File: config.mk
export PLATFORM = sky130hd
export DESIGN_NAME = config_reg_bank_flat
export DESIGN_NICKNAME = d
export VERILOG_FILES = /design/src/rtl/cfg_bank_pkg.sv /design/src/rtl/config_reg_bank_if.sv /design/src/rtl/cfg_strobe_reg.sv /design/src/rtl/config_reg_bank.sv /design/src/flat_wrapper.sv
export SDC_FILE = /design/constraint.sdc
export NUM_CORES = 1
export LEC_CHECK = 0
export CAP_MARGIN = 20
export CELL_PAD_IN_SITES_DETAIL_PLACEMENT = 0
export CELL_PAD_IN_SITES_GLOBAL_PLACEMENT = 1
export CORE_ASPECT_RATIO = 0.75
export CORE_MARGIN = 8
export CORE_UTILIZATION = 46
export CTS_BUF_LIST = sky130_fd_sc_hd__clkbuf_4
export CTS_CLUSTER_DIAMETER = 30
export CTS_CLUSTER_SIZE = 14
export DETAILED_ROUTE_END_ITERATION = 16
export MAX_ROUTING_LAYER = met4
export PLACE_DENSITY_LB_ADDON = 0.1
export SLEW_MARGIN = 20
export SYNTH_ARGS = -nofsm -noshare
export SYNTH_HDL_FRONTEND = slang
export SYNTH_SLANG_ARGS = --single-unit
File: constraint.sdc
create_clock -name clk -period 3.05 [get_ports clk]
set_clock_uncertainty 0.15 [all_clocks]
set_input_delay 0.4575 -clock clk [delete_from_list [all_inputs] [get_ports clk]]
set_output_delay 0.4575 -clock clk [all_outputs]
set_load 0.02 [all_outputs]
File: src/rtl/cfg_bank_pkg.sv
// Shared types and defaults for the encrypt/decrypt configuration bank.
package cfg_bank_pkg;

    typedef enum logic [1:0] {
        IDLE      = 2'd0,
        WAIT_IDLE = 2'd1,
        COPY      = 2'd2,
        ACK       = 2'd3
    } cfg_state_t;

    localparam int CFG_DATA_W_DEF   = 64;
    localparam int CFG_NUM_REGS_DEF = 4;

    // Register index width; a single-register bank still gets a 1-bit address.
    function automatic int cfg_addr_w(input int num_regs);
        return (num_regs > 2) ? $clog2(num_regs) : 1;
    endfunction

endpackage

File: src/rtl/config_reg_bank_if.sv
// Host write / commit bus and downstream config view of the configuration bank.
interface config_reg_bank_if
    import cfg_bank_pkg::*;
#(
    parameter int DATA_W   = CFG_DATA_W_DEF,
    parameter int NUM_REGS = CFG_NUM_REGS_DEF,
    parameter int ADDR_W   = cfg_addr_w(NUM_REGS)
) ();

    logic                       wr_en;
    logic [ADDR_W-1:0]          wr_addr;
    logic [DATA_W-1:0]          wr_data;
    logic [DATA_W/8-1:0]        wr_strb;
    logic                       wr_ready;
    logic                       wr_err;
    logic                       commit_req;
    logic                       lock_req;
    logic                       engine_busy;
    logic                       commit_ack;
    logic                       cfg_valid;
    logic                       locked;
    logic [NUM_REGS*DATA_W-1:0] cfg_out;

    modport master (
        output wr_en, wr_addr, wr_data, wr_strb, commit_req, lock_req, engine_busy,
        input  wr_ready, wr_err, commit_ack, cfg_valid, locked, cfg_out
    );

    modport slave (
        input  wr_en, wr_addr, wr_data, wr_strb, commit_req, lock_req, engine_busy,
        output wr_ready, wr_err, commit_ack, cfg_valid, locked, cfg_out
    );

endinterface

File: src/rtl/cfg_strobe_reg.sv
// One DATA_W register whose bytes load independently under a per-byte enable.
module cfg_strobe_reg
    import cfg_bank_pkg::*;
#(
    parameter int DATA_W = CFG_DATA_W_DEF
) (
    input  logic                clk,
    input  logic                rst,
    input  logic [DATA_W/8-1:0] en_strb,
    input  logic [DATA_W-1:0]   d,
    output logic [DATA_W-1:0]   q
);

    localparam int NB = DATA_W / 8;

    // Load enabled byte lanes, hold the rest; async clear to zero.
    always_ff @(posedge clk or negedge rst) begin
        if (!rst) begin
            q <= '0;
        end else begin
            for (int k = 0; k < NB; k++) begin
                if (en_strb[k]) q[k*8 +: 8] <= d[k*8 +: 8];
            end
        end
    end

endmodule

File: src/rtl/config_reg_bank.sv
// Shadow/active configuration bank: the host fills the shadow with byte-strobed
// writes, and a commit copies it to the active bank only while the engine is idle.
module config_reg_bank
    import cfg_bank_pkg::*;
#(
    parameter int DATA_W   = CFG_DATA_W_DEF,
    parameter int NUM_REGS = CFG_NUM_REGS_DEF,
    parameter int ADDR_W   = cfg_addr_w(NUM_REGS)
) (
    input  logic              clk,
    input  logic              rst,
    config_reg_bank_if.slave  bus
);

    localparam int NB = DATA_W / 8;

    cfg_state_t state, state_nx;

    logic [ADDR_W-1:0]                 addr;
    logic                              wr_acc;
    logic                              addr_bad;
    logic                              wr_ok;
    logic                              copy_en;
    logic                              wr_err_q;
    logic                              locked_q;
    logic                              cfg_valid_q;
    logic [NUM_REGS-1:0][DATA_W-1:0]   active;

    assign addr     = bus.wr_addr;
    // Writes are only taken while no commit is in flight, so the shadow is
    // stable for the whole WAIT_IDLE/COPY window.
    assign wr_acc   = bus.wr_en && (state == IDLE);
    assign addr_bad = (int'(addr) >= NUM_REGS);
    assign wr_ok    = wr_acc && !addr_bad && !locked_q;
    assign copy_en  = (state == COPY);

    // Commit FSM state register.
    always_ff @(posedge clk or negedge rst) begin
        if (!rst) state <= IDLE;
        else      state <= state_nx;
    end

    // Commit sequencing: wait for an idle engine, copy, then acknowledge.
    always_comb begin
        state_nx = state;
        case (state)
            IDLE:      if (bus.commit_req)   state_nx = WAIT_IDLE;
            WAIT_IDLE: if (!bus.engine_busy) state_nx = COPY;
            COPY:                            state_nx = ACK;
            ACK:                             state_nx = IDLE;
            default:                         state_nx = IDLE;
        endcase
    end

    // Rejected-write pulse, sticky lock and sticky first-commit flag.
    always_ff @(posedge clk or negedge rst) begin
        if (!rst) begin
            wr_err_q    <= 1'b0;
            locked_q    <= 1'b0;
            cfg_valid_q <= 1'b0;
        end else begin
            wr_err_q <= wr_acc && (addr_bad || locked_q);
            if (bus.lock_req)  locked_q    <= 1'b1;
            if (state == ACK)  cfg_valid_q <= 1'b1;
        end
    end

    for (genvar i = 0; i < NUM_REGS; i++) begin : g_reg
        logic [NB-1:0]     sh_strb;
        logic [DATA_W-1:0] sh_q;
        logic [DATA_W-1:0] act_q;

        assign sh_strb = (wr_ok && (int'(addr) == i)) ? bus.wr_strb : '0;

        cfg_strobe_reg #(.DATA_W(DATA_W)) u_shadow (
            .clk     (clk),
            .rst     (rst),
            .en_strb (sh_strb),
            .d       (bus.wr_data),
            .q       (sh_q)
        );

        cfg_strobe_reg #(.DATA_W(DATA_W)) u_active (
            .clk     (clk),
            .rst     (rst),
            .en_strb ({NB{copy_en}}),
            .d       (sh_q),
            .q       (act_q)
        );

        assign active[i] = act_q;
    end

    assign bus.wr_ready   = (state == IDLE);
    assign bus.commit_ack = (state == ACK);
    assign bus.wr_err     = wr_err_q;
    assign bus.locked     = locked_q;
    assign bus.cfg_valid  = cfg_valid_q;
    assign bus.cfg_out    = active;

endmodule

File: src/flat_wrapper.sv
// flat-port wrapper written by rule: the top's interface ports become plain ports
module config_reg_bank_flat import cfg_bank_pkg::*;
#(
    parameter int DATA_W   = CFG_DATA_W_DEF,
    parameter int NUM_REGS = CFG_NUM_REGS_DEF,
    parameter int ADDR_W   = cfg_addr_w(NUM_REGS)
)
  (clk, rst, bus_wr_en, bus_wr_addr, bus_wr_data, bus_wr_strb, bus_commit_req, bus_lock_req, bus_engine_busy, bus_wr_ready, bus_wr_err, bus_commit_ack, bus_cfg_valid, bus_locked, bus_cfg_out);
  config_reg_bank_if #(.DATA_W(DATA_W), .NUM_REGS(NUM_REGS), .ADDR_W(ADDR_W)) bus_i ();
  input  logic clk;
  input  logic rst;
  input wire logic [$bits(bus_i.wr_en)-1:0] bus_wr_en;
  input wire logic [$bits(bus_i.wr_addr)-1:0] bus_wr_addr;
  input wire logic [$bits(bus_i.wr_data)-1:0] bus_wr_data;
  input wire logic [$bits(bus_i.wr_strb)-1:0] bus_wr_strb;
  input wire logic [$bits(bus_i.commit_req)-1:0] bus_commit_req;
  input wire logic [$bits(bus_i.lock_req)-1:0] bus_lock_req;
  input wire logic [$bits(bus_i.engine_busy)-1:0] bus_engine_busy;
  output wire logic [$bits(bus_i.wr_ready)-1:0] bus_wr_ready;
  output wire logic [$bits(bus_i.wr_err)-1:0] bus_wr_err;
  output wire logic [$bits(bus_i.commit_ack)-1:0] bus_commit_ack;
  output wire logic [$bits(bus_i.cfg_valid)-1:0] bus_cfg_valid;
  output wire logic [$bits(bus_i.locked)-1:0] bus_locked;
  output wire logic [$bits(bus_i.cfg_out)-1:0] bus_cfg_out;
  assign bus_i.wr_en = bus_wr_en;
  assign bus_i.wr_addr = bus_wr_addr;
  assign bus_i.wr_data = bus_wr_data;
  assign bus_i.wr_strb = bus_wr_strb;
  assign bus_i.commit_req = bus_commit_req;
  assign bus_i.lock_req = bus_lock_req;
  assign bus_i.engine_busy = bus_engine_busy;
  assign bus_wr_ready = bus_i.wr_ready;
  assign bus_wr_err = bus_i.wr_err;
  assign bus_commit_ack = bus_i.commit_ack;
  assign bus_cfg_valid = bus_i.cfg_valid;
  assign bus_locked = bus_i.locked;
  assign bus_cfg_out = bus_i.cfg_out;
  config_reg_bank #(.DATA_W(DATA_W), .NUM_REGS(NUM_REGS), .ADDR_W(ADDR_W)) u_core (.clk(clk), .rst(rst), .bus(bus_i));
endmodule
==> results by group <==
Finish
  – Fraction of layout cells with a size suffix above 1: 45.2%
  – Commonest non-fill, non-tap cell in the layout: dfrtp_1
  – Area of the multi-input gates: 0.00629 mm²
  – Most frequent cells in the layout: 517 x dfrtp_1, 513 x mux2_2, 337 x clkdlybuf4s50_1
  – Fillers: 3,297
  – Fin nets: 1,649
  – Sequential Area: 0.0129 mm²
  – Layout area overhead: 30.3%
  – Non-Filler Instances: 2,210

Drt
  – Drt via density: 4.97
  – 1st-iter DRT viols: 356
  – Routed length on met1: 20,400 µm
  – Post-route DRC: 0
  – Top Metal Used: met4
  – WL met3: 2800 µm
  – Avg WL per Cell: 20.8 µm
  – DR pass1 iterations: 4
  – Met2 WL: 21,800 µm
  – DRT antenna net count: 0
  – Via count: 11,000
  – Routed wire length: 45,900 µm

Power and ir drop
  – P_leak: 12.4 nW
  – Max VDD drop: 0.366 mV
  – Power Total: 14.7 mW
  – Power per cell area: 583 mW/mm²

Place
  – Inst Count DP: 2,039
  – GP Congestion: 0.758
  – Detail Placement HPWL: 32,500 µm
  – Port Buffers: 340

Floorplan
  – Core footprint: 0.0418 mm²
  – Ports: 341
  – Die ar.: 0.0490 mm²
  – Core Rows: 65
  – Die W: 253 µm
  – DIE HEIGHT: 194 µm
  – Initial Util: 46.4%

Yosys
  – Post-synth net total: 1,209
  – Synthesized area per cell: 17.2 µm²
  – Mapped Cells: 1,124
  – Seq cells post-synth: 517
  – Synth warn: 0
  – Syn Std Cell Area: 0.0194 mm²
  – Synth unique cells: 22
  – Post-synthesis sequential area ratio: 66.8%
  – Synth Flop Type: dfrtp_1
  – Post-synth ARST share: 100%
  – EDFF count, synth: 0

CTS
  – Post-CTS setup buffers: 0
  – Clock latency on the worst-skew pair: 0.76 ns
  – TritonCTS clock tree: yes
  – Total CTS buffers: 91
  – H-tree depth: 3
  – Clock root cell: clkbuf_4
  – Clock Pin Slew Worst Setup and Hold Paths: 0.09 ns
  – Total clock sinks: 517
  – Clk buf depth: 3

STA
  – Final setup TNS: 0 ns
  – Final setup fails: 0
  – Hold Vio Cnt, Final: 0
  – Max_slew headroom: 53.3%
  – F_max: 370 MHz
  – Pins over their slew limit: 0
  – RSZ-0062 raised after global routing: false
  – Min cycle time layout: 2.70 ns
  – Final Cycle Share: 88.5%
  – Least-Margin Pin Slew: 0.701 ns

Global route
  – GRT overflow: 0
  – Initial antenna violation count: 2
  – First-pass GRT wire length: 72,700 µm
  – All-Layer GR Usage: 19.5%
  – Largest net degree at the start of global routing: 71
  – Vias in the first global route: 12,100

Run status
  – Outcome: completed

Critical path
  – Worst-path fanout max: 7
  – CP arrival: 2.09 ns
  – Crit. End Element: output pin
  – CP startpoint kind: flop
  – WP data required: 2.44 ns
  – Crit path kind: flop to output pin

Worst hold path
  – HP Class: primary input to asynchronous set/reset pin

Run
  – Maxcap violations: 0
## path summary, 6_finish.rpt
check	startpoint	end	slack [ns]	depth (start not counted)
min reg2reg	u_core.bus.cfg_valid$_DFFE_PN0P_	u_core.bus.cfg_valid$_DFFE_PN0P_	0.33	1
min in group clk	bus_lock_req	u_core.bus.locked$_DFFE_PN0P_	0.14	2
max	u_core.state[0]$_DFFE_PN0P_	bus_wr_ready	0.35	3
max reg2reg	u_core.state[0]$_DFFE_PN0P_	u_core.g_reg[2].u_shadow.q[0]$_DFFE_PN0P_	0.57	6
min	rst	u_core.g_reg[1].u_active.q[61]$_DFFE_PN0N_	0.1	2
max in group asynchronous	rst	u_core.g_reg[1].u_shadow.q[15]$_DFFE_PN0P_	1.60	4
## per-stage QoR
stage	utilization (%)	hold WS [ns]	worst slack (ns)	instance area, µm²
2_1_floorplan	-	0.0119	0.764	19400
3_3_place_gp	57.0	0.310	0.401	23800
3_5_place_dp	57.0	0.314	0.366	23800
4_1_cts	60.4	0.0298	0.206	25300
5_1_grt	60.4	0.0519	0.196	25300
6_report	60.4	0.0967	0.351	25300
## power breakdown
group / switching, mW / internal (mW)
Combinational: 1.25 / 1.09
Clock: 2.75 / 2.61
Sequential: 0.0730 / 6.96
Total: 4.07 / 10.7
## registers in the layout, summed over array words and instances (netlist names)
register and count:
u_core.bus.locked 1, u_core.bus.wr_err 1, u_core.g.u_active.q 256, u_core.g.u_shadow.q 256, u_core.state 2, u_core.bus.cfg_valid 1
## per-layer routing
metal  GRT usage [%]  up-vias
met1            25.2     5694
met5               -        -
met3            5.72       70
met4            5.55        0
met2            29.7      242
li1                -     4967
## logic make-up (layout without fill, tap and decap cells)
family	after synthesis	in the layout	share of synthesized area (%)
DFF	517	517	66.8
other	0	2	0
and+or+nand+nor	48	48	2.10
AOI/OAI and AO/OA	1	1	0.0388
muxes	514	514	29.9
buffers and inverters	39	554	0.910
adders and majority gates	5	5	0.323
## what timing repair did
action,in CTS,in global routing
endpoints found under the setup margin,1,0
hold buffers,1,0
resized for setup,1,0
hold endpoints to repair,282,0
## synth_stat cells, drive strengths merged, types with 2 or more instances
master	instances	area share, %
dfrtp	517	67
mux2	513	30
buf	19	0.52
clkbuf	17	0.33
nor2	16	0.50
nor3b	9	0.68
nand2	8	0.15
nand3b	7	0.41
ha	5	0.32
inv	3	0.058
nand4b	2	0.12
or2	2	0.065
## worst max-delay path: stages (launching register included)
cell and delay, ns:
dfrtp_1 0.41, inv_1 0.17, ha_1 0.36, dlygate4sd2_1 0.41
## cell type report
| cell class | count | share of cell area, % |
|---|---|---|
| antenna | 2 | 0.0198 |
| tap | 569 | 2.82 |
| multi-input combinational | 568 | 24.9 |
| timing repair buffer | 383 | 15.4 |
| inverter | 3 | 0.0446 |
| clock buffer | 97 | 2.88 |
| sequential | 517 | 51.2 |
| clock inverter | 71 | 2.70 |
No activity file was read; power rests on OpenSTA's default activity.
